[src/rtl/life_engine_if.sv]
// Control, load and display-read signals of the Game of Life engine.
// master drives the controls; slave is the engine.
interface life_engine_if #(
    parameter int AW = 6
);
    logic          frame_tick;
    logic          run;
    logic          step;
    logic          clear;
    logic          load_en;
    logic [AW-1:0] load_addr;
    logic          load_val;
    logic [AW-1:0] rd_addr;
    logic          rd_cell;
    logic          busy;
    logic          gen_done;
    logic [15:0]   gen_count;
    logic [AW:0]   alive_count;

    modport master (
        output frame_tick, run, step, clear, load_en, load_addr, load_val, rd_addr,
        input  rd_cell, busy, gen_done, gen_count, alive_count
    );

    modport slave (
        input  frame_tick, run, step, clear, load_en, load_addr, load_val, rd_addr,
        output rd_cell, busy, gen_done, gen_count, alive_count
    );
endinterface

[src/rtl/life_engine.sv]
// Double-buffered Conway Game of Life engine: one cell per clock into nxt,
// then a single-cycle atomic commit to the displayed board cur.
module life_engine #(
    parameter int BIT_W          = 3,
    parameter int BIT_H          = 3,
    parameter int WRAP           = 0,
    parameter int FRAMES_PER_GEN = 60
) (
    input logic           clk,
    input logic           reset,
    life_engine_if.slave  bus
);
    localparam int AW   = BIT_W + BIT_H;
    localparam int SIZE = 1 << AW;

    typedef enum logic [1:0] {IDLE, CALC, COMMIT} state_t;

    state_t          state;
    logic [SIZE-1:0] cur;
    logic [SIZE-1:0] nxt;
    logic [AW-1:0]   idx;
    logic [7:0]      fcnt;
    logic [AW:0]     pop;
    logic [AW:0]     alive;
    logic [15:0]     gen_cnt;
    logic            busy;
    logic            gen_done;

    logic [BIT_W-1:0] col;
    logic [BIT_H-1:0] row;
    logic [BIT_W-1:0] nc;
    logic [BIT_H-1:0] nr;
    logic             col_ok;
    logic             row_ok;
    logic [3:0]       n;
    logic             new_cell;
    logic             tick_due;
    logic             start;

    assign col = idx[BIT_W-1:0];
    assign row = idx[AW-1:BIT_W];

    // k walks the 3x3 window; k%3 selects col-1/col/col+1, k/3 selects the row.
    always_comb begin
        n      = '0;
        nc     = '0;
        nr     = '0;
        col_ok = 1'b0;
        row_ok = 1'b0;
        for (int unsigned k = 0; k < 9; k++) begin
            nc     = col + BIT_W'(k % 3) - BIT_W'(1);
            nr     = row + BIT_H'(k / 3) - BIT_H'(1);
            col_ok = (WRAP != 0) || !((k % 3 == 0 && col == '0) || (k % 3 == 2 && col == '1));
            row_ok = (WRAP != 0) || !((k / 3 == 0 && row == '0) || (k / 3 == 2 && row == '1));
            if (k != 4 && col_ok && row_ok)
                n = n + 4'(cur[{nr, nc}]);
        end
    end

    assign new_cell = (n == 4'd3) | (cur[idx] & (n == 4'd2));
    assign tick_due = bus.run & bus.frame_tick & (fcnt == 8'(FRAMES_PER_GEN - 1));
    assign start    = bus.step | tick_due;

    always_ff @(posedge clk or posedge reset) begin
        if (reset) begin
            state    <= IDLE;
            cur      <= '0;
            nxt      <= '0;
            idx      <= '0;
            fcnt     <= '0;
            pop      <= '0;
            alive    <= '0;
            gen_cnt  <= '0;
            busy     <= 1'b0;
            gen_done <= 1'b0;
        end else begin
            gen_done <= 1'b0;
            case (state)
                IDLE: begin
                    if (bus.clear) begin
                        cur   <= '0;
                        alive <= '0;
                    end else if (bus.load_en) begin
                        cur[bus.load_addr] <= bus.load_val;
                        if (bus.load_val && !cur[bus.load_addr])
                            alive <= alive + 1'b1;
                        else if (!bus.load_val && cur[bus.load_addr])
                            alive <= alive - 1'b1;
                    end else if (start) begin
                        state <= CALC;
                        idx   <= '0;
                        pop   <= '0;
                        fcnt  <= '0;
                        busy  <= 1'b1;
                    end else if (bus.run && bus.frame_tick) begin
                        fcnt <= fcnt + 8'd1;
                    end
                end
                CALC: begin
                    nxt[idx] <= new_cell;
                    pop      <= pop + (AW+1)'(new_cell);
                    idx      <= idx + 1'b1;
                    if (idx == '1)
                        state <= COMMIT;
                end
                COMMIT: begin
                    cur      <= nxt;
                    alive    <= pop;
                    gen_cnt  <= gen_cnt + 16'd1;
                    busy     <= 1'b0;
                    gen_done <= 1'b1;
                    state    <= IDLE;
                end
                default: state <= IDLE;
            endcase
        end
    end

    assign bus.rd_cell     = cur[bus.rd_addr];
    assign bus.busy        = busy;
    assign bus.gen_done    = gen_done;
    assign bus.gen_count   = gen_cnt;
    assign bus.alive_count = alive;
endmodule
[src/flat_wrapper.sv]
// flat-port wrapper written by rule: the top's interface ports become plain ports
module life_engine_flat 
#(
    parameter int BIT_W          = 3,
    parameter int BIT_H          = 3,
    parameter int WRAP           = 0,
    parameter int FRAMES_PER_GEN = 60
)
  (clk, reset, bus_frame_tick, bus_run, bus_step, bus_clear, bus_load_en, bus_load_addr, bus_load_val, bus_rd_addr, bus_rd_cell, bus_busy, bus_gen_done, bus_gen_count, bus_alive_count);
  life_engine_if bus_i ();
  input logic clk;
  input logic reset;
  input wire logic [$bits(bus_i.frame_tick)-1:0] bus_frame_tick;
  input wire logic [$bits(bus_i.run)-1:0] bus_run;
  input wire logic [$bits(bus_i.step)-1:0] bus_step;
  input wire logic [$bits(bus_i.clear)-1:0] bus_clear;
  input wire logic [$bits(bus_i.load_en)-1:0] bus_load_en;
  input wire logic [$bits(bus_i.load_addr)-1:0] bus_load_addr;
  input wire logic [$bits(bus_i.load_val)-1:0] bus_load_val;
  input wire logic [$bits(bus_i.rd_addr)-1:0] bus_rd_addr;
  output wire logic [$bits(bus_i.rd_cell)-1:0] bus_rd_cell;
  output wire logic [$bits(bus_i.busy)-1:0] bus_busy;
  output wire logic [$bits(bus_i.gen_done)-1:0] bus_gen_done;
  output wire logic [$bits(bus_i.gen_count)-1:0] bus_gen_count;
  output wire logic [$bits(bus_i.alive_count)-1:0] bus_alive_count;
  assign bus_i.frame_tick = bus_frame_tick;
  assign bus_i.run = bus_run;
  assign bus_i.step = bus_step;
  assign bus_i.clear = bus_clear;
  assign bus_i.load_en = bus_load_en;
  assign bus_i.load_addr = bus_load_addr;
  assign bus_i.load_val = bus_load_val;
  assign bus_i.rd_addr = bus_rd_addr;
  assign bus_rd_cell = bus_i.rd_cell;
  assign bus_busy = bus_i.busy;
  assign bus_gen_done = bus_i.gen_done;
  assign bus_gen_count = bus_i.gen_count;
  assign bus_alive_count = bus_i.alive_count;
  life_engine #(.BIT_W(BIT_W), .BIT_H(BIT_H), .WRAP(WRAP), .FRAMES_PER_GEN(FRAMES_PER_GEN)) u_core (.clk(clk), .reset(reset), .bus(bus_i));
endmodule
[config.mk]
export PLATFORM = sky130hd
export DESIGN_NAME = life_engine_flat
export DESIGN_NICKNAME = d
export VERILOG_FILES = /design/src/rtl/life_engine_if.sv /design/src/rtl/life_engine.sv /design/src/flat_wrapper.sv
export SDC_FILE = /design/constraint.sdc
export NUM_CORES = 1
export LEC_CHECK = 0
export ABC_CLOCK_PERIOD_IN_PS = 14100
export CAP_MARGIN = 5
export CORE_ASPECT_RATIO = 1.4
export CORE_UTILIZATION = 55
export DETAILED_ROUTE_END_ITERATION = 10
export PLACE_DENSITY = 0.81
export REMOVE_ABC_BUFFERS = 1
export SLEW_MARGIN = 10
export SYNTH_ARGS = -nofsm -noshare
export SYNTH_HDL_FRONTEND = slang
export SYNTH_SLANG_ARGS = --single-unit
[constraint.sdc]
create_clock -name clk -period 14.1 [get_ports clk]
set_clock_uncertainty 0.1 [all_clocks]
set_input_delay 2.82 -clock clk [delete_from_list [all_inputs] [get_ports clk]]
set_output_delay 2.82 -clock clk [all_outputs]
set_load 0.02 [all_outputs]
* Word-level counts from Yosys, hierarchy flattened
Cells that the tools add are included.
** Word-level totals
- Flip-flop bits (word level) :: 176
- Bits in latches :: 0
- RAM bits :: 0
- ROM bits :: 0
- Bits of input ports :: 20
- Output and inout bits :: 26
- Logic and storage cells :: 158
- Memories :: 0
** Operators by class
- Add/subtract/negate cells :: 23
- $mul :: 0
- Div/mod/pow operators :: 0
- Order comparisons :: 13
- Equal/unequal tests :: 14
- Shift-type cells :: 0
- Multiplexer cells :: 64
- Bitwise operators :: 7
- Reductions and logical operators :: 27
** Operators with widths (count)
- bitwise mux 64 bit :: 2
- 2-to-1 mux 64 bit :: 2
- one-hot mux 64 bit (2 select lines) :: 1
- less-than comparator 6 x 7 -> 1 bit (second input constant) :: 11
- binary-select mux 1 bit (select 6 bit) :: 11
- 2-to-1 mux 7 bit :: 7
- adder 4 x 1 -> 4 bit :: 7
- 2-to-1 mux 4 bit :: 7
- one-hot mux 7 bit (2 select lines) :: 2
- 2-to-1 mux 1 bit :: 18
- 2-to-1 mux 6 bit :: 3
- subtractor 3 x 1 -> 3 bit (second input constant) :: 6
- adder 16 x 1 -> 16 bit (second input constant) :: 1
- 2-to-1 mux 8 bit :: 2
- AND reduction 4 bit :: 4
- demux 1 bit (select 6 bit) :: 2
- >= comparator 6 x 1 -> 1 bit (second input constant) :: 2
- one-hot mux 6 bit (2 select lines) :: 1
- logical AND 1 bit :: 9
- adder 8 x 1 -> 8 bit (second input constant) :: 1
- equality test 4 x 2 -> 1 bit (second input constant) :: 2
- equality test 8 x 6 -> 1 bit (second input constant) :: 1
- 2-to-1 mux 2 bit :: 4
- adder 7 x 1 -> 7 bit :: 1
- 24 further kinds :: 41

* Longest topological paths before layout
- Depth after elaboration :: 23
- Mapped depth :: 42
- Gate-level depth less buffers :: 38

* Worst setup path before layout
Ideal clock, no wire load.
- Path type :: reg-to-reg
- Start :: register u_core.idx[1]
- End :: register u_core.pop[6]
- Library setup time :: 0.140 ns
- Arrival time :: 8.386 ns
- Data required time :: 13.860 ns
- Slack :: 5.474 ns
- Stages on the path, launching flop included :: 43
- Buffers on the path :: 4
- Clock period less this slack :: 8.626 ns
- Cell sequence :: dfrtp_1 > buf_2 > buf_2 > inv_1 > ha_1 > xor2_1 > mux4_2 > nor2_1 > a21oi_1 > mux4_2 > and3_1 > ha_1 > and2_1 > ha_1 > mux2i_1 > nor2_1 > ha_1 > ha_1 > (+7 left out) > o21ai_0 > ha_1 > mux2_2 > ha_1 > mux2i_1 > nor2_1 > a21oi_1 > o21ai_0 > inv_1 > buf_2 > buf_2 > nor2_1 > ha_1 > ha_1 > and4_1 > nand3_1 > xor2_1 > nor2_1
** On the way
- Longest elaborated chain between the ends :: 23
- Elaborated cells on any way between the ends :: 52
- Classes of those cells :: 13 x add/sub; 3 x eq/ne; 27 x mux; 2 x bitwise; 7 x reduce/logical
** Ends and longest elaborated chain
- start: declaration :: RTL line life_engine.sv:21 : logic [AW-1:0] idx;
- start signal: assignment :: RTL line life_engine.sv:102 : idx <= idx + 1'b1;
- adder 3 x 1 -> 3 bit, or another cell as far along :: RTL line life_engine.sv:51 : nc = col + BIT_W'(k % 3) - BIT_W'(1);
- subtractor 3 x 1 -> 3 bit, or another cell as far along :: RTL line life_engine.sv:51
- binary-select mux 1 bit (select 6 bit), or another cell as far along :: RTL line life_engine.sv:56 : n = n + 4'(cur[{nr, nc}]);
- 2-to-1 mux 1 bit, on equally long branches :: RTL line life_engine.sv:56, life_engine.sv:55
- adder 4 x 1 -> 4 bit :: RTL line life_engine.sv:56
- 2-to-1 mux 4 bit :: RTL line life_engine.sv:55 : if (k != 4 && col_ok && row_ok)
- adder 4 x 1 -> 4 bit :: RTL line life_engine.sv:56
- 2-to-1 mux 4 bit :: RTL line life_engine.sv:55
- (+8 left out)
- adder 4 x 1 -> 4 bit :: RTL line life_engine.sv:56
- 2-to-1 mux 4 bit :: RTL line life_engine.sv:55
- equality test 4 x 2 -> 1 bit :: RTL line life_engine.sv:60 : assign new_cell = (n == 4'd3) | (cur[idx] & (n == 4'd2));
- AND 1 bit :: RTL line life_engine.sv:60
- OR 1 bit * :: RTL line life_engine.sv:60
- via u_core.new_cell :: RTL line life_engine.sv:36 : logic new_cell;
- adder 7 x 1 -> 7 bit * :: RTL line life_engine.sv:101 : pop <= pop + (AW+1)'(new_cell);
- one-hot mux 7 bit (2 select lines) * :: RTL line life_engine.sv:78 : case (state)
- end signal: assignment :: RTL line life_engine.sv:101
- end: declaration :: RTL line life_engine.sv:23 : logic [AW:0] pop;
The timed path passes the listed nets; every way through them passes the cells marked *. The select of a mux whose other input is x is not followed.
A chain may end at the register's enable or synchronous reset.

* Worst setup path after layout
- Start :: register u_core.idx[0]
- End :: register u_core.pop[6]
The elaborated chain is that of the path after synthesis.

==> metrics <==
largest fanout on the critical path 67; via count about 11000; CP Class reg2reg; fillers 1835; cell repeated most along the worst path ha_1; DR pass1 iterations 6; ANT cells 0; number of synthesized flops with an enable pin 0; fraction of registers with async set/reset 100%; Mapped Cells 1323; CTS clk-pin slew, worst paths 0.08 ns; Final period util 70.7%; DR iter-0 viols between 1000 and 1500; Critical Path Start Type register; post-synthesis mux area share between 10% and 20%; initial antenna violation count 0; worst skew pair latency 0.47 ns; WP data arrival ~10 ns; setup TNS 0 ns; Hold/Removal Path Class reg2reg; Slew Limit Fails 0; FP Rows 64; setup violators final 0; status finished, final reports clean; total CTS buffers 17; root buffer cell clkbuf_16; DRC Markers 0; post_cts resized 0; wire per inst roughly 23 microns; top_reg_cell synth dfrtp_1; worst hold slack 0.377 ns; Initial Utilization between 50% and 60%; Synthesis Warnings 0; post-synthesis simple-gate area fraction around an eighth; Sequential Area approximately 4400 sq um; CTS Sinks 176; # IOs 46; DIE AREA approximately 23000 sq um; largest net degree at the start of global routing 98; Layout area overhead 9.13%; largest family of logic cells by synthesized area compound AO/OA/AOI/OAI gates; Total Routing Usage GR 33.9%; post-DP HPWL roughly 25000 microns; Worst EP required between 10 and 15 ns; Post-Route WL about 38000 microns; post-synthesis sequential area ratio roughly 36%; Congestion Overflow GR 0; CTS tree built; port buffer count 45; Post-CTS Hold Fix Bufs 0; vias per inst around 7; Die X-Extent 129 microns; final instance area approximately 14000 sq um; H-tree depth 4; Slew headroom 25.8%; Slew @ Worst Pin 1.11 ns; slowest cell delay on critical path between 0.8 and 0.9 ns; CTS Buffer Depth 2; RSZ-0062 raised after global routing false; Seq cells post-synth 176; fin crit period 9.97 ns; Syn Std Cell Area 12400 sq um; Max-Cap Viols 0; adder-cell share of the synthesized area 3.19%; postcts setup bufs 0; Fin. Hold Viols 0; core footprint 21900 sq um; die height roughly 180 microns; global-route wire length before repair approximately 60000 microns; post-layout net count ~1300; routability cong. around 1.0; footprint of the multi-input gates 7390 sq um; Detail Route Antenna Nets 0; max frequency 100 MHz; Synth Area in Compound Gates between 20% and 30%; Critical Path End Type register; number of global-route vias before repair 10800; CP max stage cell xor2_1; xor/xnor share of the synthesized area 3.26%; Placed Area 12900 sq um; fraction of layout cells with a size suffix above 1 14.1%; average footprint of a synthesized cell about 9.4 sq um; Yosys cell types 70
[kinds of logic (layout without fill, tap and decap cells)]
group                      Yosys count  after routing
AOI/OAI and AO/OA                  453            453
xor gates and xnor gates            43             43
adders and majority gates           31             31
buffers and inverters              148            127
DFF                                176            176
muxes                              122            122
and+or+nand+nor                    350            350
[cell type report]
type / count / area share [%]
Multi-Input combinational cell: 999 / 54.7
Sequential cell: 176 / 32.6
Timing Repair Buffer: 71 / 4.78
Clock buffer: 19 / 3.35
Tap cell: 297 / 2.75
Clock inverter: 13 / 1.09
Inverter: 24 / 0.704
[cells in the mapped netlist (all sizes together) (8+ instances only)]
cell	instances	area share [%]
mux4	50	9.1
clkbuf	76	2.3
nor2	155	4.7
o21ai	90	3.6
nor3b	8	0.49
mux2i	31	2.5
nor3	18	0.82
nor2b	12	0.63
nand2	66	2.0
xnor2	23	1.6
inv	21	0.64
nand4	11	0.56
a22oi	38	2.3
nand3	25	1.0
dfrtp	176	36
a21oi	164	6.7
xor2	18	1.3
o41ai	64	5.3
or3	9	0.45
nand2b	10	0.51
and3	18	0.91
ha	30	3.0
mux2	41	3.7
a32oi	15	1.1
buf	48	2.0
[path summary, 6_finish.rpt]
kind	startpoint	end	slack (ns)	depth (start not counted)
worst min register to register	u_core.bus.gen_count[15]	u_core.bus.gen_count[15]	0.38	1
worst max-delay path	u_core.idx[0]	u_core.pop[6]	4.13	39
worst max register to register	u_core.idx[0]	u_core.pop[6]	4.13	39
min in group asynchronous	reset	u_core.bus.gen_count[6]	2.78	2
max in group asynchronous	reset	u_core.idx[0]	9.55	3
worst min-delay path	u_core.bus.gen_count[15]	u_core.bus.gen_count[15]	0.38	1
[sequential cells by signal, indices dropped and copies added, names as in the netlist]
name                    flops
u_core.bus.busy             1
u_core.idx                  6
u_core.nxt                 64
u_core.pop                  7
u_core.bus.alive_count      7
u_core.fcnt                 8
u_core.bus.gen_count       16
u_core.cur                 64
u_core.state                2
u_core.bus.gen_done         1
[cell usage in the layout (no fill, tap or decap), types with 10 or more instances in the layout]
master / instances
dfrtp_1: 175
a21oi_1: 163
nor2_1: 153
o21ai_0: 88
nand2_1: 66
o41ai_1: 51
mux4_2: 50
clkdlybuf4s50_1: 45
mux2_2: 41
a22oi_1: 38
mux2i_1: 31
ha_1: 30
buf_4: 26
nand3_1: 25
xnor2_1: 23
inv_1: 19
and3_1: 18
xor2_1: 18
clkbuf_16: 17
nor3_1: 16
a32oi_1: 15
o41ai_2: 13
nand4_1: 11
nor2b_1: 10
nand2b_1: 10
[metrics by stage]
stage	instances	worst slack, ns	utilization [%]
floorplan	1199	3.11	-
global placement	1567	4.34	58.8
detailed placement	1567	4.15	58.8
CTS	1599	4.13	61.6
global route	1599	3.29	61.6
finish	1599	4.13	61.6
[per-layer routing]
metal | share of wire [%] | vias to the layer above | global-route usage (%) | routed length (microns)
met5 | 0 | - | 0 | 0
met4 | 7.9 | 0 | 25.8 | 2980
met3 | 8.3 | 205 | 7.05 | 3100
met2 | 46 | 646 | 51.7 | 17400
met1 | 37 | 5434 | 41.9 | 14000
li1 | - | 4928 | - | -
[worst max-delay path, delay by kind of cell (launching register included)]
family / cells / cell delay (ns)
adders and majority gates: 11 / 2.88
DFF: 1 / 0.35
xor gates and xnor gates: 3 / 1.15
AOI/OAI and AO/OA: 5 / 1.02
and+or+nand+nor: 14 / 1.76
buffers and inverters: 2 / 1.06
muxes: 4 / 1.48
Power is not shown: default switching activity piles up to over one toggle a cycle in this logic, so the estimate is an artifact.
